## config.mk

```make
export PLATFORM = sky130hd
export DESIGN_NAME = random_pulse_burst_ctrl_flat
export DESIGN_NICKNAME = d
export VERILOG_FILES = /design/src/rtl/random_pulse_burst_ctrl_pkg.sv /design/src/rtl/random_pulse_burst_ctrl_if.sv /design/src/rtl/random_pulse_burst_ctrl_lfsr_galois.sv /design/src/rtl/random_pulse_burst_ctrl.sv /design/src/flat_wrapper.sv
export SDC_FILE = /design/constraint.sdc
export NUM_CORES = 1
export LEC_CHECK = 0
export ABC_AREA = 1
export BUFFER_PORTS_ARGS = -buffer_cell sky130_fd_sc_hd__clkbuf_2
export CORE_UTILIZATION = 50
export DETAILED_ROUTE_END_ITERATION = 10
export GPL_TIMING_DRIVEN = 0
export PLACE_DENSITY_LB_ADDON = 0.3
export SLEW_MARGIN = 10
export SYNTH_ARGS = -nofsm -noshare
export SYNTH_HDL_FRONTEND = slang
export SYNTH_SLANG_ARGS = --single-unit
```

## constraint.sdc

```tcl
create_clock -name clk -period 2.1 [get_ports clk]
set_clock_uncertainty 0.05 [all_clocks]
set_input_delay 0.42 -clock clk [delete_from_list [all_inputs] [get_ports clk]]
set_output_delay 0.42 -clock clk [all_outputs]
set_load 0.02 [all_outputs]
```

## src/rtl/random_pulse_burst_ctrl_pkg.sv

```systemverilog
// Shared types and constants for the random pulse burst controller:
// FSM state encoding, Galois LFSR tap mask and the default LFSR seed.
package random_pulse_pkg;

    typedef enum logic [1:0] {
        IDLE  = 2'd0,
        GAP   = 2'd1,
        PULSE = 2'd2,
        DONE  = 2'd3
    } state_t;

    // Right-shift Galois taps for x^16+x^14+x^13+x^11+1 (maximal length)
    localparam logic [15:0] LFSR_TAPS    = 16'hB400;
    localparam logic [15:0] DEFAULT_SEED = 16'hACE1;

endpackage

```

## src/rtl/random_pulse_burst_ctrl_if.sv

```systemverilog
// Request/config/status bundle between the top-level I/O mapping and the
// burst controller; master drives requests and config, slave returns pulses.
interface random_pulse_burst_ctrl_if #(
    parameter int GAP_W   = 8,
    parameter int BURST_W = 8
);
    logic               start_i;
    logic               abort_i;
    logic [BURST_W-1:0] cfg_burst_len;
    logic [GAP_W-1:0]   cfg_gap_min;
    logic [GAP_W-1:0]   cfg_gap_mask;
    logic               pulse_o;
    logic               busy_o;
    logic               done_o;

    modport master (
        output start_i, abort_i, cfg_burst_len, cfg_gap_min, cfg_gap_mask,
        input  pulse_o, busy_o, done_o
    );

    modport slave (
        input  start_i, abort_i, cfg_burst_len, cfg_gap_min, cfg_gap_mask,
        output pulse_o, busy_o, done_o
    );
endinterface

```

## src/rtl/random_pulse_burst_ctrl_lfsr_galois.sv

```systemverilog
// Right-shifting Galois LFSR that advances once per cycle while adv is high.
// A zero SEED is replaced by 1 so the register can never lock up at zero.
module lfsr_galois #(
    parameter int               WIDTH = 16,
    parameter logic [WIDTH-1:0] TAPS  = 16'hB400,
    parameter logic [WIDTH-1:0] SEED  = 16'hACE1
) (
    input  logic             clk,
    input  logic             rst_n,
    input  logic             adv,
    output logic [WIDTH-1:0] q
);
    localparam logic [WIDTH-1:0] SEED_SAFE =
        (SEED == '0) ? {{(WIDTH-1){1'b0}}, 1'b1} : SEED;

    logic [WIDTH-1:0] q_reg;
    logic [WIDTH-1:0] q_next;

    // Each bit takes its upper neighbour, XORed with the feedback bit where tapped
    generate
        for (genvar gi = 0; gi < WIDTH; gi++) begin : g_bit
            if (gi == WIDTH - 1) begin : g_top
                assign q_next[gi] = TAPS[gi] & q_reg[0];
            end else begin : g_mid
                assign q_next[gi] = q_reg[gi+1] ^ (TAPS[gi] & q_reg[0]);
            end
        end
    endgenerate

    always_ff @(posedge clk or negedge rst_n) begin
        if (!rst_n) begin
            q_reg <= SEED_SAFE;
        end else if (adv) begin
            q_reg <= q_next;
        end
    end

    assign q = q_reg;

endmodule

```

## src/rtl/random_pulse_burst_ctrl.sv

```systemverilog
// Start/abort controlled burst scheduler: emits cfg_burst_len single-cycle pulses
// separated by LFSR-randomised gaps. Define PULSE_CNT_EN to add pulse_count_o.
module random_pulse_burst_ctrl
    import random_pulse_pkg::*;
#(
    parameter int                LFSR_W  = 16,
    parameter int                GAP_W   = 8,
    parameter int                BURST_W = 8,
    parameter logic [LFSR_W-1:0] SEED    = DEFAULT_SEED
) (
    input  logic                    clk,
    input  logic                    rst_n,
    input  logic                    ena,
    random_pulse_burst_ctrl_if.slave bus
`ifdef PULSE_CNT_EN
    ,
    output logic [15:0]             pulse_count_o
`endif
);
    localparam logic [GAP_W:0]     GAP_ONE = 1;
    localparam logic [BURST_W-1:0] REM_ONE = 1;

    state_t             state_reg;
    logic [BURST_W-1:0] rem_reg;
    logic [GAP_W:0]     gap_cnt_reg;
    logic [GAP_W-1:0]   gap_min_reg;
    logic [GAP_W-1:0]   gap_mask_reg;

    logic [LFSR_W-1:0]  lfsr_q;
    logic [GAP_W-1:0]   lfsr_low;
    logic [GAP_W:0]     gap_first;
    logic [GAP_W:0]     gap_next;
    logic [BURST_W-1:0] rem_dec;
    logic               unused_lfsr_bits;

    lfsr_galois #(
        .WIDTH (LFSR_W),
        .TAPS  (LFSR_TAPS),
        .SEED  (SEED)
    ) u_lfsr (
        .clk   (clk),
        .rst_n (rst_n),
        .adv   (ena),
        .q     (lfsr_q)
    );

    assign lfsr_low         = lfsr_q[GAP_W-1:0];
    assign unused_lfsr_bits = ^lfsr_q[LFSR_W-1:GAP_W];

    // Gap sums are one bit wider than the operands so min+spread never wraps.
    // The first gap uses the live cfg inputs, later gaps the latched copies.
    assign gap_first = {1'b0, bus.cfg_gap_min} + {1'b0, lfsr_low & bus.cfg_gap_mask};
    assign gap_next  = {1'b0, gap_min_reg} + {1'b0, lfsr_low & gap_mask_reg};
    assign rem_dec   = rem_reg - REM_ONE;

    always_ff @(posedge clk or negedge rst_n) begin
        if (!rst_n) begin
            state_reg    <= IDLE;
            rem_reg      <= '0;
            gap_cnt_reg  <= '0;
            gap_min_reg  <= '0;
            gap_mask_reg <= '0;
        end else if (ena) begin
            if (bus.abort_i) begin
                state_reg   <= IDLE;
                rem_reg     <= '0;
                gap_cnt_reg <= '0;
            end else begin
                case (state_reg)
                    IDLE: begin
                        if (bus.start_i) begin
                            gap_min_reg  <= bus.cfg_gap_min;
                            gap_mask_reg <= bus.cfg_gap_mask;
                            rem_reg      <= bus.cfg_burst_len;
                            if (bus.cfg_burst_len == '0) begin
                                state_reg <= DONE;
                            end else begin
                                state_reg   <= GAP;
                                gap_cnt_reg <= gap_first;
                            end
                        end
                    end
                    GAP: begin
                        if (gap_cnt_reg == '0) begin
                            state_reg <= PULSE;
                        end else begin
                            gap_cnt_reg <= gap_cnt_reg - GAP_ONE;
                        end
                    end
                    PULSE: begin
                        rem_reg <= rem_dec;
                        if (rem_dec == '0) begin
                            state_reg <= DONE;
                        end else begin
                            state_reg   <= GAP;
                            gap_cnt_reg <= gap_next;
                        end
                    end
                    DONE: begin
                        state_reg <= IDLE;
                    end
                    default: begin
                        state_reg <= IDLE;
                    end
                endcase
            end
        end
    end

    // A frozen PULSE state must not repeat the pulse while ena is low
    assign bus.pulse_o = (state_reg == PULSE) & ena;
    assign bus.busy_o  = (state_reg != IDLE);
    assign bus.done_o  = (state_reg == DONE);

`ifdef PULSE_CNT_EN
    logic [15:0] pulse_cnt_reg;

    always_ff @(posedge clk or negedge rst_n) begin
        if (!rst_n) begin
            pulse_cnt_reg <= '0;
        end else if (bus.pulse_o && (pulse_cnt_reg != 16'hFFFF)) begin
            pulse_cnt_reg <= pulse_cnt_reg + 16'd1;
        end
    end

    assign pulse_count_o = pulse_cnt_reg;
`endif

endmodule
```

## src/flat_wrapper.sv

```systemverilog
// flat-port wrapper written by rule: the top's interface ports become plain ports
module random_pulse_burst_ctrl_flat import random_pulse_pkg::*;
#(
    parameter int                LFSR_W  = 16,
    parameter int                GAP_W   = 8,
    parameter int                BURST_W = 8,
    parameter logic [LFSR_W-1:0] SEED    = DEFAULT_SEED
)
  (clk, rst_n, ena, bus_start_i, bus_abort_i, bus_cfg_burst_len, bus_cfg_gap_min, bus_cfg_gap_mask, bus_pulse_o, bus_busy_o, bus_done_o);
  random_pulse_burst_ctrl_if #(.GAP_W(GAP_W), .BURST_W(BURST_W)) bus_i ();
  input  logic clk;
  input  logic rst_n;
  input  logic ena;
  input wire logic [$bits(bus_i.start_i)-1:0] bus_start_i;
  input wire logic [$bits(bus_i.abort_i)-1:0] bus_abort_i;
  input wire logic [$bits(bus_i.cfg_burst_len)-1:0] bus_cfg_burst_len;
  input wire logic [$bits(bus_i.cfg_gap_min)-1:0] bus_cfg_gap_min;
  input wire logic [$bits(bus_i.cfg_gap_mask)-1:0] bus_cfg_gap_mask;
  output wire logic [$bits(bus_i.pulse_o)-1:0] bus_pulse_o;
  output wire logic [$bits(bus_i.busy_o)-1:0] bus_busy_o;
  output wire logic [$bits(bus_i.done_o)-1:0] bus_done_o;
  assign bus_i.start_i = bus_start_i;
  assign bus_i.abort_i = bus_abort_i;
  assign bus_i.cfg_burst_len = bus_cfg_burst_len;
  assign bus_i.cfg_gap_min = bus_cfg_gap_min;
  assign bus_i.cfg_gap_mask = bus_cfg_gap_mask;
  assign bus_pulse_o = bus_i.pulse_o;
  assign bus_busy_o = bus_i.busy_o;
  assign bus_done_o = bus_i.done_o;
  random_pulse_burst_ctrl #(.LFSR_W(LFSR_W), .GAP_W(GAP_W), .BURST_W(BURST_W), .SEED(SEED)) u_core (.clk(clk), .rst_n(rst_n), .ena(ena), .bus(bus_i));
endmodule
```

==> results.sh <==
export IMPL_via_per_inst=5.13
export IMPL_power_total_mw=5.39
export IMPL_largest_reg_flops=16
export IMPL_cts_sinks=51
export IMPL_critPathLaunchType="flop"
export IMPL_synth_edf_count=0
export IMPL_ant_nets=0
export IMPL_synth_cells=484
export IMPL_post_synth_top_area_fraction=0.302
export IMPL_die_x_um=86.4
export IMPL_timing_final_crit_share=1.01
export IMPL_async_reset_ff_frac=1.00
export IMPL_design_core_area_um2=6830
export IMPL_cts_tree="yes"
export IMPL_grt_use_total=0.232
export IMPL_ir_worst_vdd_uv=606
export IMPL_synth_ff_type="dfrtp_1"
export IMPL_start_util=0.522
export IMPL_clk_pin_slew_worst_paths_ns=0.10
export IMPL_dp_slack_ns=-0.240
export IMPL_placed_cells=610
export IMPL_stdcell_count=622
export IMPL_grt_pass1_wl_um=13800
export IMPL_clockBufferDepth=2
export IMPL_ioPinCount=32
export IMPL_cellPowerDensity_nw_per_um2=1310
export IMPL_syn_area_per_cell_um2=7.37
export IMPL_relSlewSlack=0.527
export IMPL_antenna_found_initial=0
export IMPL_antenna_cells=0
export IMPL_multi_input_area_um2=2020
export IMPL_synth_net_count=538
export IMPL_ys_types=44
export IMPL_tightest_slew_ns=0.710
export IMPL_hp_class="in -> async"
export IMPL_ys_top_cells_by_area="dfrtp_1, nand2_1, ha_1"
export IMPL_syn_to_final_growth_pct=15.2
export IMPL_gp_congestion=0.876
export IMPL_fmax_ghz=0.473
export IMPL_place_hpwl_um=6000
export IMPL_status="complete, but fails checks"
export IMPL_crit_type="reg -> reg"
export IMPL_cts_htree_levels=2
export IMPL_nets=579
export IMPL_violations="negative setup slack"
export IMPL_maxCapViolations=0
export IMPL_port_buffers=30
export IMPL_min_period_ns=2.12
export IMPL_hold_ws_ns=0.128
export IMPL_die_h_um=86.4
export IMPL_cp_arrival_ns=2.26
export IMPL_grt_max_degree=52
export IMPL_clock_latency_ns=0.31
export IMPL_vias=3189
export IMPL_hold_violations=0
export IMPL_crit_fanout=3
export IMPL_seqCellArea_um2=1290
export IMPL_yosysTopAreaCell="dfrtp_1"
export IMPL_yosysWarnings=0
export IMPL_total_leakage_power_nw=2.20
export IMPL_firstDrtPassIters=4
export IMPL_cp_end_kind="flop"
export IMPL_drt_iter0_markers=191
export IMPL_drive_gt1_frac=0.209
export IMPL_dieArea_um2=7470
export IMPL_cts_buffers=5
export IMPL_fillers=657
export IMPL_cts_hold_buf=0
export IMPL_setup_viol=1
export IMPL_wl_per_cell_um=13.0
export IMPL_synth_yosys_seq_area_share=0.361
export IMPL_cts_root_buffer="clkbuf_8"
export IMPL_drc_errors=0
export IMPL_drv_slew=0
export IMPL_wirelength_um=8090
export IMPL_grt_pass1_vias=3081
export IMPL_required_ns=2.25
export IMPL_grt_overflow_total=0
export IMPL_rows=30
export IMPL_grt_setup_unrepaired="yes"
export IMPL_syn_area_um2=3560
export IMPL_setup_ws_ns=-0.0151
export IMPL_ys_ff_latch=51
## layout make-up
type | count | share of cell area
Multi-Input combinational cell | 342 | 0.493
Tap cell | 96 | 0.0293
Timing Repair Buffer | 37 | 0.0500
Buffer | 10 | 0.0162
Sequential cell | 51 | 0.313
Clock inverter | 3 | 0.0107
Clock buffer | 5 | 0.0168
Inverter | 78 | 0.0713
## where the power goes
group	internal (mW)	leakage, nW	switching [mW]
clock	0.355	0.0581	0.348
combinational	1.16	1.51	1.81
sequential	1.42	0.631	0.301
total	2.94	2.20	2.46
## worst paths after layout
| path | startpoint | to | slack (ns) | cells after the start |
|---|---|---|---|---|
| setup / recovery | u_core.u_lfsr.q[0] | u_core.gap_cnt_reg[4] | -0.02 | 10 |
| hold / removal | rst_n | u_core.u_lfsr.q[12] | 0.13 | 1 |
| setup reg to reg | u_core.u_lfsr.q[0] | u_core.gap_cnt_reg[4] | -0.02 | 10 |
| hold reg to reg | u_core.u_lfsr.q[11] | u_core.u_lfsr.q[11] | 0.43 | 2 |
| max in group asynchronous | rst_n | u_core.gap_cnt_reg[0] | 1.40 | 1 |
| min in group clk | bus_cfg_gap_mask[4] | u_core.gap_mask_reg[4] | 0.30 | 2 |
## timing repair
action                     4_1_cts  5_1_grt
gates cloned                     0        0
pin swaps                        0       12
gates resized for setup          8       33
buffers inserted                 1        6
setup endpoints to repair       10       15
## per-layer routing
layer,vias up,part of all wire,GRT usage
met2,45,0.50,0.403
li1,1646,-,-
met5,-,0,0
met4,0,0.011,0.0621
met3,9,0.032,0.0276
met1,1489,0.46,0.307
## metrics by stage
step / setup TNS, ns / utilization / area, um2
floorplan: 0 / - / 3570
global placement: -0.688 / 0.562 / 3840
detailed placement: -0.786 / 0.562 / 3840
CTS: 0 / 0.581 / 3970
global route: -0.124 / 0.601 / 4110
finish: -0.0151 / 0.601 / 4110
## worst max-delay path, cell delays in order (launching register included)
cell and delay (ns):
dfstp_2 0.57, nand2_2 0.05, inv_2 0.07, ha_4 0.14, inv_2 0.04, fa_2 0.42
o31ai_4 0.24, xor2_1 0.16, nand2_1 0.08, nand3_1 0.11, o21ai_1 0.06
## cells in the mapped netlist, drive strengths merged, types with 2 or more instances
| cell type | n |
|---|---|
| nand2 | 135 |
| inv | 77 |
| nand3 | 44 |
| dfrtp | 43 |
| o21ai | 39 |
| a21oi | 25 |
| nor2 | 24 |
| ha | 23 |
| mux2 | 15 |
| clkbuf | 9 |
| nand4 | 9 |
| dfstp | 8 |
| buf | 4 |
| nor3 | 4 |
| o22ai | 3 |
| xnor2 | 3 |
| fa | 2 |
| o32ai | 2 |
| or2 | 2 |
| xor2 | 2 |
## logic make-up after synthesis
group           share of synthesized area
compound gates                      0.118
simple gates                        0.271
buf+inv                            0.0990
xor+xnor                           0.0123
fa+ha+maj                          0.0920
flops                               0.361
mux                                0.0474
## cells in the final DEF, fill, tap and decap left out, types with 15 or more instances in the layout
| master | count |
|---|---|
| nand3_1 | 41 |
| mux2_2 | 15 |
| dfrtp_1 | 43 |
| a21oi_1 | 23 |
| ha_1 | 20 |
| nand2_1 | 128 |
| inv_1 | 71 |
| nor2_1 | 19 |
| clkbuf_2 | 29 |
| o21ai_0 | 30 |
No activity file was read; power rests on OpenSTA's default activity.
